### src/rtl/fpu_adder_pkg.sv
// fpu_adder_pkg: shared constants and helpers for the FP adder datapath.
package fpu_adder_pkg;

   localparam int MW_DEFAULT = 27;
   localparam int EW_DEFAULT = 8;
   // Widest vector the leading-zero helper accepts.
   localparam int CLZ_MAXW   = 128;

   // Leading-zero count over the low n bits of vec; returns n when those bits are all zero.
   function automatic int clz(input logic [CLZ_MAXW-1:0] vec, input int n);
      int   cnt;
      logic found;
      cnt   = 0;
      found = 1'b0;
      for (int i = CLZ_MAXW - 1; i >= 0; i--) begin
         if (i < n && !found) begin
            if (vec[i]) found = 1'b1;
            else        cnt   = cnt + 1;
         end
      end
      return cnt;
   endfunction

endpackage

### src/rtl/lza_predict.sv
// lza_predict: leading-zero anticipator. Builds the indicator vector from the
// aligned operands and returns its leading-zero count (one less than or equal
// to the true count of the sum).
module lza_predict
   import fpu_adder_pkg::*;
#(
   parameter  int MW = MW_DEFAULT,
   localparam int SW = $clog2(MW + 1)
) (
   input  logic [MW-1:0] a,
   input  logic [MW-1:0] b,
   output logic [SW-1:0] p
);

   logic [MW-1:0] e;

   assign e[0] = a[0] ^ b[0];

   generate
      for (genvar gi = 1; gi < MW; gi++) begin : g_ind
         assign e[gi] = (a[gi] ^ b[gi]) ^ (a[gi-1] | b[gi-1]);
      end
   endgenerate

   // Prediction is the leading-zero count of the indicator (MW when it is all zero).
   always_comb begin
      p = SW'(clz(CLZ_MAXW'(e), MW));
   end

endmodule

### src/rtl/lza_norm_pipe.sv
// lza_norm_pipe: three-stage post-addition normaliser. Stage 1 predicts the
// shift with the LZA, stage 2 applies the exponent-limited coarse shift,
// stage 3 applies the one-bit correction and adjusts the exponent. All stages
// advance together under a single enable derived from the output handshake.
module lza_norm_pipe
   import fpu_adder_pkg::*;
#(
   parameter  int MW = MW_DEFAULT,
   parameter  int EW = EW_DEFAULT,
   parameter  int TW = 4,
   localparam int SW = $clog2(MW + 1)
) (
   input  logic          clk,
   input  logic          rst_n,
   input  logic          flush,
   input  logic          in_valid,
   output logic          in_ready,
   input  logic [MW-1:0] in_a,
   input  logic [MW-1:0] in_b,
   input  logic [MW-1:0] in_sum,
   input  logic [EW-1:0] in_exp,
   input  logic [TW-1:0] in_tag,
   output logic          out_valid,
   input  logic          out_ready,
   output logic [MW-1:0] out_mant,
   output logic [EW-1:0] out_exp,
   output logic [SW-1:0] out_shift,
   output logic          out_corr,
   output logic          out_denorm,
   output logic          out_zero,
   output logic [TW-1:0] out_tag
);

   // Comparison width large enough for both shift counts and exponents.
   localparam int CW = ((EW > SW) ? EW : SW) + 1;

   typedef struct packed {
      logic [MW-1:0] sum;
      logic [EW-1:0] exp;
      logic [TW-1:0] tag;
      logic [SW-1:0] p;
      logic          z;
   } st1_t;

   typedef struct packed {
      logic [MW-1:0] sh;
      logic [SW-1:0] s1;
      logic [EW-1:0] lim;
      logic          lim1;
      logic          z;
      logic [EW-1:0] exp;
      logic [TW-1:0] tag;
   } st2_t;

   typedef struct packed {
      logic [MW-1:0] mant;
      logic [EW-1:0] exp;
      logic [SW-1:0] shift;
      logic          corr;
      logic          denorm;
      logic          zero;
      logic [TW-1:0] tag;
   } st3_t;

   st1_t          st1_reg, st1_next;
   st2_t          st2_reg, st2_next;
   st3_t          st3_reg, st3_next;
   logic          v1_reg, v2_reg, v3_reg;
   logic          en;
   logic [SW-1:0] p_lza;
   logic [EW-1:0] lim;
   logic          lim1;
   logic [SW-1:0] s1;
   logic          top;
   logic          corr;
   logic          denorm;
   logic [SW-1:0] shift;

   lza_predict #(.MW(MW)) u_lza (
      .a (in_a),
      .b (in_b),
      .p (p_lza)
   );

   assign en       = out_ready || !v3_reg;
   assign in_ready = en;

   // Stage 1: capture the item with its LZA prediction and zero flag.
   always_comb begin
      st1_next     = '0;
      st1_next.sum = in_sum;
      st1_next.exp = in_exp;
      st1_next.tag = in_tag;
      st1_next.p   = p_lza;
      st1_next.z   = (in_sum == '0);
   end

   // Stage 2: clamp the prediction so the exponent never drops below 1, then coarse-shift.
   always_comb begin
      lim           = (st1_reg.exp == '0) ? '0 : st1_reg.exp - EW'(1);
      lim1          = CW'(st1_reg.p) > CW'(lim);
      s1            = lim1 ? SW'(lim) : st1_reg.p;
      st2_next      = '0;
      st2_next.sh   = st1_reg.sum << s1;
      st2_next.s1   = s1;
      st2_next.lim  = lim;
      st2_next.lim1 = lim1;
      st2_next.z    = st1_reg.z;
      st2_next.exp  = st1_reg.exp;
      st2_next.tag  = st1_reg.tag;
   end

   // Stage 3: fix the LZA's possible one-bit underestimate and derive the final exponent.
   always_comb begin
      top    = st2_reg.sh[MW-1];
      corr   = !st2_reg.z && !st2_reg.lim1 && !top && (CW'(st2_reg.s1) < CW'(st2_reg.lim));
      shift  = st2_reg.s1 + SW'(corr);
      denorm = st2_reg.lim1 || (!top && !st2_reg.z && (CW'(st2_reg.s1) == CW'(st2_reg.lim)));
      st3_next        = '0;
      st3_next.tag    = st2_reg.tag;
      if (st2_reg.z) begin
         // A zero sum is reported as a clean zero regardless of the prediction.
         st3_next.zero = 1'b1;
      end else begin
         st3_next.mant   = corr ? (st2_reg.sh << 1) : st2_reg.sh;
         st3_next.shift  = shift;
         st3_next.corr   = corr;
         st3_next.denorm = denorm;
         st3_next.exp    = denorm ? '0 : st2_reg.exp - EW'(shift);
      end
   end

   // Pipeline registers: valids honour flush unconditionally, data moves only on enable.
   always_ff @(posedge clk or negedge rst_n) begin
      if (!rst_n) begin
         v1_reg  <= 1'b0;
         v2_reg  <= 1'b0;
         v3_reg  <= 1'b0;
         st1_reg <= '0;
         st2_reg <= '0;
         st3_reg <= '0;
      end else begin
         if (flush) begin
            v1_reg <= 1'b0;
            v2_reg <= 1'b0;
            v3_reg <= 1'b0;
         end else if (en) begin
            v1_reg <= in_valid;
            v2_reg <= v1_reg;
            v3_reg <= v2_reg;
         end
         if (en) begin
            st1_reg <= st1_next;
            st2_reg <= st2_next;
            st3_reg <= st3_next;
         end
      end
   end

   assign out_valid  = v3_reg;
   assign out_mant   = st3_reg.mant;
   assign out_exp    = st3_reg.exp;
   assign out_shift  = st3_reg.shift;
   assign out_corr   = st3_reg.corr;
   assign out_denorm = st3_reg.denorm;
   assign out_zero   = st3_reg.zero;
   assign out_tag    = st3_reg.tag;

endmodule
### config.mk
export PLATFORM = sky130hd
export DESIGN_NAME = lza_norm_pipe
export DESIGN_NICKNAME = d
export VERILOG_FILES = /design/src/rtl/fpu_adder_pkg.sv /design/src/rtl/lza_predict.sv /design/src/rtl/lza_norm_pipe.sv
export SDC_FILE = /design/constraint.sdc
export NUM_CORES = 1
export LEC_CHECK = 0
export CAP_MARGIN = 20
export CORE_AREA = 2 2 191 193
export CTS_BUF_LIST = sky130_fd_sc_hd__clkbuf_4 sky130_fd_sc_hd__clkbuf_8 sky130_fd_sc_hd__clkbuf_16
export DETAILED_ROUTE_END_ITERATION = 8
export DIE_AREA = 0 0 193 195
export GPL_ROUTABILITY_DRIVEN = 0
export GPL_TIMING_DRIVEN = 0
export HOLD_SLACK_MARGIN = 0.1
export SLEW_MARGIN = 0
export SYNTH_ARGS = -nofsm -noshare
export SYNTH_HDL_FRONTEND = slang
export SYNTH_HIERARCHICAL = 1
export SYNTH_SLANG_ARGS = --single-unit
### constraint.sdc
create_clock -name clk -period 13.1 [get_ports clk]
set_clock_uncertainty 0.2 [all_clocks]
set_input_delay 2.62 -clock clk [delete_from_list [all_inputs] [get_ports clk]]
set_output_delay 2.62 -clock clk [all_outputs]
set_load 0.02 [all_outputs]
==> results by group <==
Outcome
  – Failing checks: negative setup slack
  – Status: finished, violations left

Cells and area
  – # diodes: 0
  – FF/Latch Area: 3729 sq um
  – Proportion of layout cells with a drive suffix above 1: 15.17%
  – Layout area overhead: 28.14%
  – Area occupied by multi-input gates: 8447 sq um
  – Fillers: 3544
  – Max reg flops: 54
  – Non-filler cells in the finished layout: 2182
  – Layout Nets: 1875

Route
  – Initial drt markers: 926
  – Drt total wl: 36.69 mm
  – Wire per inst: 16.81 um
  – First-pass iteration count of the detailed router: 6
  – Vias per cell: 5.332
  – Vias: 11630
  – DRC viols: 0
  – Final ANT Viol Nets: 0

Timing
  – Final Critical Period: 14280 ps
  – Setup tns final: -2810 ps
  – RSZ-0062 raised after global routing: yes
  – Final setup margin: -1180 ps
  – Setup-failing EPs final: 4
  – Slew of the pin with the lowest slew margin: 1061 ps
  – Hold WS: 265.5 ps
  – Final worst-path cycle share: 109.0%
  – Final hold vios: 0
  – Max Slew Vio Count: 0
  – Max-slew headroom: 28.63%
  – Peak Freq: 70.03 MHz

Clock tree
  – Htree depth: 4
  – Clock-pin slew on the worst setup and hold paths: 60 ps
  – Root Buffer: clkbuf_16
  – Clk sinks: 149
  – Skew-Pair Late Insertion Delay: 430 ps
  – Clk buf depth: 2
  – CTS tree: done
  – CTS buffer count: 17

Global route
  – Tot GR Track Use: 19.72%
  – Largest net degree at the start of global routing: 86
  – First-pass GRT wire length: 59.45 mm
  – Vias in the first global route: 11180
  – Global route overflow: 0
  – Initial antenna violation count: 1

Power and ir drop
  – Pwr Total: 2.077 mW
  – Leakage: 6.791 nW
  – Maximum VDD drop: 0.1058 mV
  – Pwr dens: 131.2 nW/um^2

Worst setup path
  – CP top delay family: adder cells
  – Slowest CP cell: or4_4
  – Setup crit end kind: flip-flop
  – Worst Path Max Fanout: 4
  – Slack of the worst reg-to-reg path: 6940 ps
  – Cell mode on critical path: ha_1
  – Critical Path AT: 14390 ps
  – Critical Path Source Type: input pin
  – Setup CP Type: in2reg
  – Crit path largest cell delay: 560 ps
  – Worst EP required: 13210 ps
  – Buf/Inv on CP: 3

Floorplanning
  – Die height: 195 um
  – Initial Util: 34.90%
  – Die area: 37640 sq um
  – Die X: 193 um
  – FP Rows: 69
  – Core area: 35400 sq um
  – # IOs: 147

Run
  – MaxCap Viol Count: 0

Synth
  – Syn Area/Cell: 8.264 sq um
  – Distinct cells, synth: 105
  – EDFF count, synth: 0
  – Number of synthesized register bits: 149
  – Async set-reset flop share out of synthesis: 100.0%
  – Share of the synthesized area in the top cell type: 30.18%
  – Most common cell in the synthesized netlist: nand2_1
  – Top_reg_cell synth: dfrtp_1
  – Area of the mapped netlist: 12350 sq um
  – Commonest cells post-synth: 336 x nand2_1, 149 x dfrtp_1, 95 x o21ai_0, 90 x nor2_1, 86 x inv_1
  – Area leader, netlist: dfrtp_1
  – Ys Warns: 6
  – Area contributors post-synth: dfrtp_1 30%, nand2_1 10%, ha_1 6.9%, mux2i_1 5.4%, o21ai_0 3.8%
  – Synth Instances: 1495
  – Syn Nets: 1662
  – Sequential area share after synthesis: 30.18%

Hold path
  – Worst hold path class: reg2reg

Placement
  – Post-placement cell count: 2103
  – IO buf count: 146
  – Pre-CTS WS: -3387 ps
  – DP HPWL: 27.97 mm
where the power goes:
group / internal [mW] / switching [mW] / leakage, nW / total, mW
clock: 0.298 / 0.199 / 0.295 / 0.497
sequential: 0.562 / 0.0811 / 1.80 / 0.643
combinational: 0.426 / 0.510 / 4.70 / 0.936
routing by layer:
metal | share of wire (%) | global-route usage, % | up-vias
met2 | 45 | 31.09 | 431
met3 | 6.4 | 3.235 | 63
met4 | 2.6 | 6.369 | 2
met1 | 46 | 27.47 | 5467
li1 | - | - | 5671
met5 | 0.033 | 0 | -
path summary, 6_finish.rpt:
path | startpoint | endpoint | cells past startpoint
max | in_a[25] | st1_reg[5] | 69
min | st1_reg[6] | st1_reg[6] | 2
max reg2reg | st1_reg[10] | st2_reg[48] | 16
min reg2reg | st1_reg[6] | st1_reg[6] | 2
max in group asynchronous | rst_n | st1_reg[17] | 2
min in group asynchronous | rst_n | out_mant[9] | 1
placed cells by master, fill, tap and decap left out, drive strengths merged, types with 5 or more instances in the layout:
cell type | Yosys | layout
ha | 68 | 68
xor2 | 39 | 39
xnor3 | 5 | 5
xnor2 | 60 | 60
nand3 | 37 | 37
and2 | 14 | 14
o22ai | 5 | 5
nand3b | 5 | 5
dfrtp | 149 | 149
buf | 35 | 86
nand4 | 16 | 16
nor2 | 95 | 95
or2 | 6 | 6
o21ai | 100 | 100
a221oi | 5 | 5
nor4 | 28 | 28
nand2 | 341 | 341
clkinv | 1 | 6
maj3 | 7 | 7
a311oi | 5 | 5
clkdlybuf4s50 | 0 | 135
a211oi | 7 | 7
inv | 89 | 91
or3 | 10 | 10
nor2b | 11 | 11
mux2 | 7 | 7
a21o | 8 | 8
a22oi | 11 | 11
nand2b | 16 | 16
o211ai | 11 | 11
a32oi | 11 | 11
clkbuf | 29 | 56
mux2i | 69 | 69
o221ai | 13 | 13
and3 | 7 | 7
o2111ai | 7 | 7
nor3 | 33 | 33
o31ai | 10 | 10
a21oi | 57 | 57
through the flow:
stage          utilization (%)  area [sq um]
5_1_grt                  44.73         15830
3_5_place_dp             41.36         14640
3_3_place_gp             41.28         14610
4_1_cts                  44.20         15650
6_report                 44.73         15830
2_1_floorplan                -         12570
worst min-delay path: cells and delay by family (launching register included):
family        cells  cell delay (ps)
flops             1              340
simple gates      2              100
timing repair:
item                                    4_1_cts  5_1_grt
pin swaps                                    68       30
gates resized for setup                      47       44
endpoints found under the setup margin        4        4
hold buffers                                  0        0
setup buffers                                38        9
cell type report:
| class | instances | share of cell area (%) |
|---|---|---|
| Multi-Input combinational cell | 1192 | 53.36 |
| Clock inverter | 10 | 0.7666 |
| Tap cell | 461 | 3.643 |
| Clock buffer | 22 | 3.003 |
| Buffer | 64 | 1.976 |
| Inverter | 90 | 2.197 |
| Sequential cell | 149 | 23.55 |
| Timing Repair Buffer | 194 | 11.51 |
logic make-up after synthesis:
family | Yosys count | synth area share, %
AO/OA/AOI/OAI | 297 | 16.32
XOR/XNOR | 105 | 9.024
adder cells (fa/ha/maj) | 76 | 7.626
buffers and inverters | 154 | 5.266
flip-flops | 149 | 30.18
multiplexers | 77 | 6.613
AND/OR/NAND/NOR | 637 | 24.97
Power figures use the tool's default switching activity.
